--- src/rtl/uart_pkg.sv ---
`default_nettype none
// ============================================================================
// uart_pkg : shared constants, FSM encodings and baud divisor helper for uart_core
// Rev 1.0
// ============================================================================
package uart_pkg;

    localparam int PARITY_NONE = 0;
    localparam int PARITY_ODD  = 1;
    localparam int PARITY_EVEN = 2;

    typedef enum logic [2:0] {
        TX_IDLE   = 3'd0,
        TX_START  = 3'd1,
        TX_DATA   = 3'd2,
        TX_PARITY = 3'd3,
        TX_STOP   = 3'd4
    } tx_state_e;

    typedef enum logic [2:0] {
        RX_IDLE   = 3'd0,
        RX_START  = 3'd1,
        RX_DATA   = 3'd2,
        RX_PARITY = 3'd3,
        RX_STOP   = 3'd4,
        RX_BREAK  = 3'd5
    } rx_state_e;

    // Rounded clocks per 1/16 bit time.
    function automatic int calc_div(input int clk_hz, input int baud);
        return (clk_hz + 8 * baud) / (16 * baud);
    endfunction

endpackage
`default_nettype wire

--- src/rtl/uart_fifo.sv ---
`default_nettype none
// ============================================================================
// uart_fifo : synchronous valid/ready FIFO, power-of-two depth, extra-MSB pointers
// Rev 1.0
// ============================================================================
module uart_fifo #(
    parameter int WIDTH = 8,
    parameter int DEPTH = 16
) (
    input  logic             clk,
    input  logic             rst_n,
    input  logic [WIDTH-1:0] i_data,
    input  logic             i_valid,
    output logic             o_full,
    output logic [WIDTH-1:0] o_data,
    output logic             o_valid,
    input  logic             i_ready
);

    localparam int AW = $clog2(DEPTH);

    logic [AW:0]      wr_ptr_q, wr_ptr_d;
    logic [AW:0]      rd_ptr_q, rd_ptr_d;
    logic [WIDTH-1:0] mem_q [DEPTH];
    logic             empty;
    logic             push;
    logic             pop;

    // A pop in the same cycle frees the slot, so a write into a full FIFO is accepted.
    always_comb begin
        empty    = (wr_ptr_q == rd_ptr_q);
        o_full   = (wr_ptr_q[AW] != rd_ptr_q[AW]) && (wr_ptr_q[AW-1:0] == rd_ptr_q[AW-1:0]);
        pop      = ~empty & i_ready;
        push     = i_valid & (~o_full | pop);
        wr_ptr_d = push ? wr_ptr_q + (AW+1)'(1) : wr_ptr_q;
        rd_ptr_d = pop  ? rd_ptr_q + (AW+1)'(1) : rd_ptr_q;
        o_valid  = ~empty;
        o_data   = mem_q[rd_ptr_q[AW-1:0]];
    end

    always_ff @(posedge clk or negedge rst_n) begin
        if (!rst_n) begin
            wr_ptr_q <= '0;
            rd_ptr_q <= '0;
        end else begin
            wr_ptr_q <= wr_ptr_d;
            rd_ptr_q <= rd_ptr_d;
        end
    end

    always_ff @(posedge clk) begin
        if (push) begin
            mem_q[wr_ptr_q[AW-1:0]] <= i_data;
        end
    end

endmodule
`default_nettype wire

--- src/rtl/uart_core.sv ---
`default_nettype none
// ============================================================================
// uart_core : full-duplex UART, shared 16x prescaler, oversampled RX, FIFO-buffered both ways
// Rev 1.0
// ============================================================================
module uart_core #(
    parameter int CLK_HZ     = 50000000,
    parameter int BAUD       = 115200,
    parameter int DATA_BITS  = 8,
    parameter int PARITY     = 0,
    parameter int STOP_BITS  = 1,
    parameter int FIFO_DEPTH = 16
) (
    input  logic                 CLK_I,
    input  logic                 RST_I,
    input  logic                 RX_I,
    output logic                 TX_O,
    input  logic [DATA_BITS-1:0] TX_DATA_I,
    input  logic                 TX_VALID_I,
    output logic                 TX_READY_O,
    output logic [DATA_BITS-1:0] RX_DATA_O,
    output logic [1:0]           RX_ERR_O,
    output logic                 RX_VALID_O,
    input  logic                 RX_READY_I,
    output logic                 RX_OVF_O,
    input  logic                 OVF_CLR_I
);

    import uart_pkg::*;

    localparam int DIV   = calc_div(CLK_HZ, BAUD);
    localparam int PW    = (DIV > 1) ? $clog2(DIV) : 1;
    localparam int BW    = $clog2(DATA_BITS);
    localparam int RXW   = DATA_BITS + 2;
    localparam logic ODD = (PARITY == PARITY_ODD);

    // ------------------------------------------------------------------
    // Prescaler
    // ------------------------------------------------------------------
    logic [PW-1:0] presc_q, presc_d;
    logic          tick;

    always_comb begin
        tick    = (presc_q == PW'(DIV - 1));
        presc_d = tick ? '0 : presc_q + PW'(1);
    end

    // ------------------------------------------------------------------
    // TX path
    // ------------------------------------------------------------------
    logic [DATA_BITS-1:0] txf_data;
    logic                 txf_valid;
    logic                 txf_full;
    logic                 tx_pop;

    uart_fifo #(
        .WIDTH (DATA_BITS),
        .DEPTH (FIFO_DEPTH)
    ) u_tx_fifo (
        .clk     (CLK_I),
        .rst_n   (RST_I),
        .i_data  (TX_DATA_I),
        .i_valid (TX_VALID_I & ~txf_full),
        .o_full  (txf_full),
        .o_data  (txf_data),
        .o_valid (txf_valid),
        .i_ready (tx_pop)
    );

    tx_state_e            tx_state_q, tx_state_d;
    logic [3:0]           tx_cnt_q, tx_cnt_d;
    logic [BW-1:0]        tx_bit_q, tx_bit_d;
    logic [DATA_BITS-1:0] tx_shift_q, tx_shift_d;
    logic                 tx_par_q, tx_par_d;
    logic                 tx_q, tx_d;
    logic                 tx_end;

    always_comb begin
        tx_state_d = tx_state_q;
        tx_cnt_d   = tx_cnt_q;
        tx_bit_d   = tx_bit_q;
        tx_shift_d = tx_shift_q;
        tx_par_d   = tx_par_q;
        tx_d       = tx_q;
        tx_pop     = 1'b0;
        tx_end     = tick && (tx_cnt_q == 4'd15);
        if (tick) begin
            tx_cnt_d = tx_cnt_q + 4'd1;
        end
        case (tx_state_q)
            TX_IDLE: begin
                tx_d     = 1'b1;
                tx_cnt_d = 4'd0;
                if (tick && txf_valid) begin
                    tx_pop     = 1'b1;
                    tx_shift_d = txf_data;
                    tx_par_d   = (^txf_data) ^ ODD;
                    tx_state_d = TX_START;
                    tx_d       = 1'b0;
                end
            end
            TX_START: begin
                if (tx_end) begin
                    tx_state_d = TX_DATA;
                    tx_bit_d   = '0;
                    tx_d       = tx_shift_q[0];
                end
            end
            TX_DATA: begin
                if (tx_end) begin
                    if (tx_bit_q == BW'(DATA_BITS - 1)) begin
                        tx_bit_d = '0;
                        if (PARITY != PARITY_NONE) begin
                            tx_state_d = TX_PARITY;
                            tx_d       = tx_par_q;
                        end else begin
                            tx_state_d = TX_STOP;
                            tx_d       = 1'b1;
                        end
                    end else begin
                        tx_bit_d   = tx_bit_q + BW'(1);
                        tx_shift_d = tx_shift_q >> 1;
                        tx_d       = tx_shift_q[1];
                    end
                end
            end
            TX_PARITY: begin
                if (tx_end) begin
                    tx_state_d = TX_STOP;
                    tx_bit_d   = '0;
                    tx_d       = 1'b1;
                end
            end
            TX_STOP: begin
                if (tx_end) begin
                    if (tx_bit_q == BW'(STOP_BITS - 1)) begin
                        // Chain straight into the next frame so there is no idle gap.
                        if (txf_valid) begin
                            tx_pop     = 1'b1;
                            tx_shift_d = txf_data;
                            tx_par_d   = (^txf_data) ^ ODD;
                            tx_state_d = TX_START;
                            tx_d       = 1'b0;
                        end else begin
                            tx_state_d = TX_IDLE;
                        end
                    end else begin
                        tx_bit_d = tx_bit_q + BW'(1);
                    end
                end
            end
            default: begin
                tx_state_d = TX_IDLE;
                tx_d       = 1'b1;
            end
        endcase
    end

    // ------------------------------------------------------------------
    // RX path
    // ------------------------------------------------------------------
    logic rx_meta_q, rx_sync_q, rx_prev_q;
    logic rx_fall;

    assign rx_fall = rx_prev_q & ~rx_sync_q;

    rx_state_e            rx_state_q, rx_state_d;
    logic [3:0]           rx_cnt_q, rx_cnt_d;
    logic [BW-1:0]        rx_bit_q, rx_bit_d;
    logic [DATA_BITS-1:0] rx_shift_q, rx_shift_d;
    logic                 rx_perr_q, rx_perr_d;
    logic                 rx_push;
    logic                 rx_mid;

    always_comb begin
        rx_state_d = rx_state_q;
        rx_cnt_d   = rx_cnt_q;
        rx_bit_d   = rx_bit_q;
        rx_shift_d = rx_shift_q;
        rx_perr_d  = rx_perr_q;
        rx_push    = 1'b0;
        rx_mid     = tick && (rx_cnt_q == 4'd15);
        if (tick) begin
            rx_cnt_d = rx_cnt_q + 4'd1;
        end
        case (rx_state_q)
            RX_IDLE: begin
                rx_cnt_d = 4'd0;
                if (rx_fall) begin
                    rx_state_d = RX_START;
                end
            end
            RX_START: begin
                // Tick 8 after the edge: a high line means the edge was a glitch.
                if (tick && (rx_cnt_q == 4'd7)) begin
                    rx_cnt_d  = 4'd0;
                    rx_bit_d  = '0;
                    rx_perr_d = 1'b0;
                    rx_state_d = rx_sync_q ? RX_IDLE : RX_DATA;
                end
            end
            RX_DATA: begin
                if (rx_mid) begin
                    rx_shift_d = {rx_sync_q, rx_shift_q[DATA_BITS-1:1]};
                    rx_bit_d   = rx_bit_q + BW'(1);
                    if (rx_bit_q == BW'(DATA_BITS - 1)) begin
                        rx_state_d = (PARITY != PARITY_NONE) ? RX_PARITY : RX_STOP;
                    end
                end
            end
            RX_PARITY: begin
                if (rx_mid) begin
                    rx_perr_d  = rx_sync_q ^ (^rx_shift_q) ^ ODD;
                    rx_state_d = RX_STOP;
                end
            end
            RX_STOP: begin
                if (rx_mid) begin
                    rx_push    = 1'b1;
                    rx_state_d = rx_sync_q ? RX_IDLE : RX_BREAK;
                end
            end
            RX_BREAK: begin
                if (rx_sync_q) begin
                    rx_state_d = RX_IDLE;
                end
            end
            default: rx_state_d = RX_IDLE;
        endcase
    end

    logic [RXW-1:0] rxf_data;
    logic           rxf_full;
    logic           rx_pop;
    logic           ovf_q, ovf_d;

    uart_fifo #(
        .WIDTH (RXW),
        .DEPTH (FIFO_DEPTH)
    ) u_rx_fifo (
        .clk     (CLK_I),
        .rst_n   (RST_I),
        .i_data  ({~rx_sync_q, rx_perr_q, rx_shift_q}),
        .i_valid (rx_push),
        .o_full  (rxf_full),
        .o_data  (rxf_data),
        .o_valid (RX_VALID_O),
        .i_ready (RX_READY_I)
    );

    always_comb begin
        rx_pop = RX_VALID_O & RX_READY_I;
        ovf_d  = (rx_push & rxf_full & ~rx_pop) | (ovf_q & ~OVF_CLR_I);
    end

    // ------------------------------------------------------------------
    // State registers
    // ------------------------------------------------------------------
    always_ff @(posedge CLK_I or negedge RST_I) begin
        if (!RST_I) begin
            presc_q    <= '0;
            tx_state_q <= TX_IDLE;
            tx_cnt_q   <= '0;
            tx_bit_q   <= '0;
            tx_shift_q <= '0;
            tx_par_q   <= 1'b0;
            tx_q       <= 1'b1;
            rx_meta_q  <= 1'b1;
            rx_sync_q  <= 1'b1;
            rx_prev_q  <= 1'b1;
            rx_state_q <= RX_IDLE;
            rx_cnt_q   <= '0;
            rx_bit_q   <= '0;
            rx_shift_q <= '0;
            rx_perr_q  <= 1'b0;
            ovf_q      <= 1'b0;
        end else begin
            presc_q    <= presc_d;
            tx_state_q <= tx_state_d;
            tx_cnt_q   <= tx_cnt_d;
            tx_bit_q   <= tx_bit_d;
            tx_shift_q <= tx_shift_d;
            tx_par_q   <= tx_par_d;
            tx_q       <= tx_d;
            rx_meta_q  <= RX_I;
            rx_sync_q  <= rx_meta_q;
            rx_prev_q  <= rx_sync_q;
            rx_state_q <= rx_state_d;
            rx_cnt_q   <= rx_cnt_d;
            rx_bit_q   <= rx_bit_d;
            rx_shift_q <= rx_shift_d;
            rx_perr_q  <= rx_perr_d;
            ovf_q      <= ovf_d;
        end
    end

    assign TX_O       = tx_q;
    assign TX_READY_O = ~txf_full;
    assign RX_DATA_O  = rxf_data[DATA_BITS-1:0];
    assign RX_ERR_O   = rxf_data[RXW-1:DATA_BITS];
    assign RX_OVF_O   = ovf_q;

endmodule
`default_nettype wire

--- config.mk ---
export PLATFORM = sky130hd
export DESIGN_NAME = uart_core
export DESIGN_NICKNAME = d
export VERILOG_FILES = /design/src/rtl/uart_pkg.sv /design/src/rtl/uart_fifo.sv /design/src/rtl/uart_core.sv
export SDC_FILE = /design/constraint.sdc
export NUM_CORES = 1
export LEC_CHECK = 0
export ABC_AREA = 0
export CORE_MARGIN = 4
export CORE_UTILIZATION = 35
export DETAILED_ROUTE_END_ITERATION = 16
export DONT_BUFFER_PORTS = 1
export PLACE_DENSITY_LB_ADDON = 0.05
export SLEW_MARGIN = 10
export SYNTH_ARGS = -nofsm -noshare
export SYNTH_HDL_FRONTEND = slang
export SYNTH_SLANG_ARGS = --single-unit
--- constraint.sdc ---
create_clock -name CLK_I -period 4.6 [get_ports CLK_I]
set_clock_uncertainty 0.1 [all_clocks]
set_input_delay 0.23 -clock CLK_I [delete_from_list [all_inputs] [get_ports CLK_I]]
set_output_delay 0.23 -clock CLK_I [all_outputs]
set_load 0.02 [all_outputs]
# --- After elaboration in Yosys (flattened, before gate mapping) ---
# Memories as Yosys holds them, arrays and structs flattened.
# Cells that the tools add are included.
word_totals:
  mem_bits_ro: 0
  word_cells: 177
  latch_bits: 0
  ramBits: 288
  mem_count: 2
  register_bits: 67
op_classes:
  add_sub_neg: 9
  shift: 0
  bitwise_logic: 20
  n_eq_ne: 39
  n_mul: 0
  order_cmp: 0
  n_div: 0
  n_reduce_logical: 24
  n_mux: 64
memory_table:
  columns: ["memory", "words", "width", "rd", "rd_ports_with_merged_regs", "write_ports", "line_no", "text"]
  rows:
  - ["u_rx_fifo.mem_q", 16, 10, 1, 0, 1, "uart_fifo.sv:24", "logic [WIDTH-1:0] mem_q [DEPTH];"]
  - ["u_tx_fifo.mem_q", 16, 8, 1, 0, 1, "uart_fifo.sv:24", null]
ops:
  columns: ["cell", "n"]
  rows:
  - ["$mux 3", 22]
  - ["$mux 8", 6]
  - ["$ne 2x2->1 const B", 17]
  - ["$add 5x1->5 const B", 5]
  - ["$pmux 8 s3", 1]
  - ["$mux 1", 21]
  - ["$reduce_and 7->1", 3]
  - ["$pmux 3 s6", 1]
  - ["$mux 4", 4]
  - ["$eq 3x3->1 const B", 5]
  - ["$pmux 3 s5", 1]
  - ["$eq 3x2->1 const B", 4]
  - ["$eq 5x5->1", 2]
  - ["$and 1x1->1", 9]
  - ["$logic_not 3->1", 3]
  - ["$pmux 3 s3", 1]
  - ["$add 4x1->4 const B", 2]
  - ["$eq 4x4->1", 2]
  - ["$eq 4x4->1 const B", 2]
  - ["$pmux 4 s2", 1]
  - ["$reduce_xor 8->1", 1]
  - ["$not 1->1", 7]
  - ["$add 3x1->3 const B", 2]
  - ["$eq 3x1->1 const B", 2]
  - ["other kinds (19)", 32]

# --- Longest topological paths before layout ---
logic_depth:
  ltp_word: 10
  mapped_depth: 9

# --- Cells and area by module ---
# From an unflattened synthesis, not the netlist that was laid out.
hier_totals:
  cells_unflattened: 833
  area_unflattened_um2: 15050.7
by_module_without_submodules:
  columns: ["module", "cells_per_inst", "n_inst", "seq_area_each_um2", "area_each_um2"]
  rows:
  - ["uart_fifo (u_rx_fifo)", 319, 1, 5054.8, 6826.5]
  - ["uart_fifo (u_tx_fifo)", 276, 1, 4093.9, 5641.7]
  - ["uart_core", 238, 1, 1181.1, 2582.5]

# --- Worst setup path after synthesis ---
# OpenSTA, ideal clock, no wires.
synth_timing:
  path_kind: "reg2reg"
  startpoint: "reg presc_q[0]"
  endpoint: "mem u_rx_fifo.mem_q[3][0] in the netlist's numbering (enable)"
  period_less_slack_ns: 3.017
  arrival_time_ns: 2.527
  setup_time_ns: 0.390
  required_ns: 4.110
  slack_ns: 1.583
  stages_incl_launch_ff: 9
  cell_sequence: "dfrtp_1 -> inv_1 -> ha_1 -> and4b_1 -> buf_4 -> nand4_4 -> a2111oi_4 -> nand2_1 -> nor3_1"
synth_between:
  elab_chain_len: 7
synth_lines:
  columns: ["item", "line_no", "text"]
  rows:
  - ["start: declaration", "uart_core.sv:40", "logic [PW-1:0] presc_q, presc_d;"]
  - ["start signal: assignment", "uart_core.sv:278", "presc_q <= presc_d;"]
  - ["$eq 5x5->1", "uart_core.sv:44", "tick = (presc_q == PW'(DIV - 1));"]
  - ["$logic_and 1x1->1", "uart_core.sv:182", "rx_mid = tick && (rx_cnt_q == 4'd15);"]
  - ["$mux 1", "uart_core.sv:218", "if (rx_mid) begin"]
  - ["$mux 1", "uart_core.sv:186", "case (rx_state_q)"]
  - ["$and 1x1->1", "uart_fifo.sv:34", "push = i_valid & (~o_full | pop);"]
  - ["$mux 1", "uart_fifo.sv:52", "if (push) begin"]
  - ["$mux 1 (not written as such)", "uart_fifo.sv:53", "mem_q[wr_ptr_q[AW-1:0]] <= i_data;"]
  - ["end: declaration", "uart_fifo.sv:24", null]
# No other way between the ends.

# --- Final worst setup path ---
layout_timing:
  startpoint: "reg presc_q[0]"
  endpoint: "mem u_rx_fifo.mem_q[14][3] in the netlist's numbering (enable)"
# The elaborated chain is that of the path after synthesis.

==> summary.txt <==
Power and ir drop
  – Pleak: 0.00601 uW
  – Switching Fraction: 24.6%
  – Pwr/cell area: 491 nW/um^2
  – Internal Power: 6200 uW
  – Net Sw Power: 2020 uW
  – Sequential power share: 46.2%
  – Clock power share: 40.8%
  – Maximum vdd drop: 0.280 mV
  – Combinational Power Share: 13.0%

Placement
  – GPL Wtd Cong: 0.746
  – Placed Area: 15,200 sq um
  – Port Buffers: 0
  – Post-place setup slack: 1290 ps
  – Placed Instances: 1,316
  – HPWL after detailed placement: 21,000 um

Clock network
  – Clk slew on worst S/H paths: 60 ps
  – Sink Count: 355
  – CTS tree: built
  – H-tree levels: 2
  – Max clock buf depth: 3
  – Cts bufs inserted: 41
  – Post-CTS Resized: 0
  – Clk Latency, worst-skew pair: 550 ps
  – Root buffer cell: clkbuf_16

Timing
  – Fmax: 0.305 GHz
  – Final setup fails: 0
  – Tmin final: 3270 ps
  – Max-slew violation count: 0
  – Final Cycle Share: 71.2%
  – TNS Setup: 0 ps
  – Fin worst setup slack: 1330 ps
  – Hold Worst Slack: 128 ps
  – Worst Max-Slew Pin Slew: 1080 ps
  – Hold Violations, Final: 0
  – RSZ-0062 raised after global routing: no
  – Worst slew margin relative to its limit: 27.6%

Drt
  – Vias: 7,221
  – DR iter-0 viols: 581
  – Wire per inst: 23.3 um
  – Vias per cell: 5.14
  – DRC: 0
  – ANT nets after route: 0
  – Pre-antenna DRT Iters: 5
  – WL final: 32,800 um

Yosys
  – Cells after Synth: 807
  – Mapped Area: 14,600 sq um
  – Ys async rst share: 18.9%
  – Yosys reg bits: 355
  – Post-synthesis sequential area ratio: 71.0%
  – Syn Area/Cell: 18.0 sq um
  – Top FF cell, synth: edfxtp_1
  – Unique masters post-synth: 53
  – Post-synth net total: 840
  – Yosys warnings: 0
  – Number of synthesized flops with an enable pin: 288

GRT
  – Met3 Resource Use GR: 2.68%
  – Vias in the first global route: 7,782
  – Met1 global-route usage: 22.2%
  – Initial antenna violation count: 0
  – Top Usage Layer GRT: met2
  – Maximum number of pins on one net before global-route repair: 68
  – GRT Util Overall: 15.0%
  – GRT Residual Overflow: 0
  – First-pass GRT wire length: 50,200 um
  – Met2 global-route usage: 22.8%

Setup path
  – Cell Chain, Critical Path: inv_1 > ha_1 > and4b_1 > nand4_4 > a2111oi_4 > nand2_1 > nor2_1
  – Worst r2r src: presc_q[0]$_DFF_PN0_
  – Critical path arrival: 3340 ps
  – CP max FO: 10
  – CP startpoint kind: flop
  – Register-to-Register Setup Slack: 1330 ps
  – CP Class: reg2reg
  – Max incr delay on CP: 810 ps
  – RR Endpoint: u_rx_fifo.mem_q[14][3]$_DFFE_PP_
  – Worst R2R Path Depth: 7
  – Worst path slowest cell: nor2_1
  – Critical path capture point type: flop
  – Critical Path RT: 4660 ps

Finish
  – Fill count: 3,666
  – Most frequent cells in the layout: edfxtp_1 (288), mux4_2 (76), dfrtp_1 (60)
  – Layout cell share with drive strength beyond 1: 23.6%
  – Area Overhead vs Synth: 15.1%
  – Non-filler instance count after layout: 1,406
  – Diode count: 0
  – Post-Layout Inst Area: 16,700 sq um
  – Nets: 875
  – Commonest non-fill, non-tap cell in the layout: edfxtp_1

Floorplanning
  – Die H: 212 um
  – Core Area: 40,900 sq um
  – Row count: 74
  – Horiz. Die Dim: 212 um
  – IO Pins: 28
  – Initial core utilization: 35.6%
  – Die area: 44,900 sq um

Worst hold path
  – Worst Hold End: rx_meta_q$_DFF_PN1_
  – Worst hold path depth: 1
  – Worst hold path class: in2reg
  – Hold path startpoint: RX_I

Flow run
  – Max Cap Viol: 0

Outcome
  – Outcome: finished, final reports clean
## layout make-up
cell class / instances / area (sq um) / share of cell area (%)
clock buffers: 52 / 1110 / 6.63
repair buffers: 33 / 303 / 1.81
inverters: 16 / 60.1 / 0.359
multi-input cells: 395 / 3980 / 23.8
clock inverters: 23 / 289 / 1.73
flip-flops and latches: 355 / 10300 / 61.7
well taps: 532 / 666 / 3.98
## repair_timing
item                                    4_1_cts  5_1_grt
buffers inserted                              0        0
endpoints found under the setup margin        0        0
hold buffers                                 15        0
endpoints found under the hold margin       204        0
## worst max-delay path: cells and delay by family, from the launching register on
family	cells	cell delay [ps]
AND/OR/NAND/NOR	4	1510
AO/OA/AOI/OAI	1	610
flip-flops	1	410
adder cells (fa/ha/maj)	1	180
buffers and inverters	1	80
## cells by family after synthesis
family	count (synthesis)	synth area share, %
buffers and inverters	57	1.70
AOI/OAI and AO/OA	65	3.04
muxes	116	14.8
adders and majority gates	19	1.63
xor gates and xnor gates	42	2.58
and+or+nand+nor	153	5.25
DFF	355	71.0
## state kept, by name, summed over array words and instances (netlist names), 3 cells and up
signal              cells
tx_shift_q              8
rx_cnt_q                4
u_rx_fifo.mem_q       160
tx_cnt_q                4
u_rx_fifo.rd_ptr_q      5
rx_state_q              3
tx_state_q              3
rx_bit_q                3
presc_q                 5
tx_bit_q                3
u_tx_fifo.rd_ptr_q      5
u_tx_fifo.mem_q       128
rx_shift_q              8
u_rx_fifo.wr_ptr_q      5
u_tx_fifo.wr_ptr_q      5
## power by group through the flow
stage / logic [uW] / clock network, uW / registers [uW]
finish: 1070 / 3350 / 3800
detailed placement: 1060 / 0 / 3870
global route: 1180 / 3600 / 3820
floorplan: 868 / 0 / 3780
global placement: 1040 / 0 / 3860
CTS: 1110 / 3460 / 3800
## metrics by stage
step | util (%) | total power (uW)
floorplan | - | 4640
global placement | 37.1 | 4900
detailed placement | 37.1 | 4920
CTS | 40.9 | 8370
global route | 40.9 | 8600
finish | 40.9 | 8220
## per-layer routing
| metal | vias to the layer above | routed length (um) |
|---|---|---|
| met3 | 47 | 1380 |
| met5 | - | 0 |
| met4 | 0 | 652 |
| met1 | 3801 | 15600 |
| met2 | 142 | 15100 |
| li1 | 3231 | - |
## synthesized netlist by cell type (2+ instances only)
library cell / count / area share (%)
mux2_2: 34 / 2.6
o21ai_0: 21 / 0.72
a21boi_1: 2 / 0.10
buf_2: 17 / 0.58
a21oi_1: 13 / 0.45
nand3_1: 7 / 0.24
xnor2_1: 26 / 1.6
nor3_1: 13 / 0.45
nand2b_1: 8 / 0.34
inv_1: 16 / 0.41
nand3b_1: 3 / 0.15
nand2_1: 47 / 1.2
nor3b_1: 2 / 0.10
a31o_2: 2 / 0.12
ha_1: 19 / 1.6
clkbuf_1: 16 / 0.41
buf_1: 4 / 0.10
a211oi_1: 4 / 0.21
dfrtp_1: 63 / 11
nand4b_1: 3 / 0.18
xor2_1: 15 / 0.90
mux4_2: 76 / 12
a22oi_1: 6 / 0.31
a22o_1: 3 / 0.18
mux2i_1: 6 / 0.41
nand4_1: 9 / 0.39
a41oi_1: 6 / 0.36
or4_1: 2 / 0.10
edfxtp_1: 288 / 59
buf_4: 3 / 0.15
nor2_1: 48 / 1.2
dfstp_2: 4 / 0.72
## worst max path at each step
stage,start,end,cells past startpoint
2_1_floorplan,presc_q[0]$_DFF_PN0_,u_rx_fifo.mem_q[3][0]$_DFFE_PP_,8
3_3_place_gp,presc_q[0]$_DFF_PN0_,u_rx_fifo.mem_q[11][5]$_DFFE_PP_,7
3_5_place_dp,presc_q[0]$_DFF_PN0_,u_rx_fifo.mem_q[14][7]$_DFFE_PP_,7
4_1_cts,u_rx_fifo.rd_ptr_q[0]$_DFFE_PN0P_,RX_ERR_O[0],3
5_1_grt,presc_q[0]$_DFF_PN0_,u_rx_fifo.mem_q[14][3]$_DFFE_PP_,7
6_report,presc_q[0]$_DFF_PN0_,u_rx_fifo.mem_q[14][3]$_DFFE_PP_,7
(Power assumes the default switching activity.)
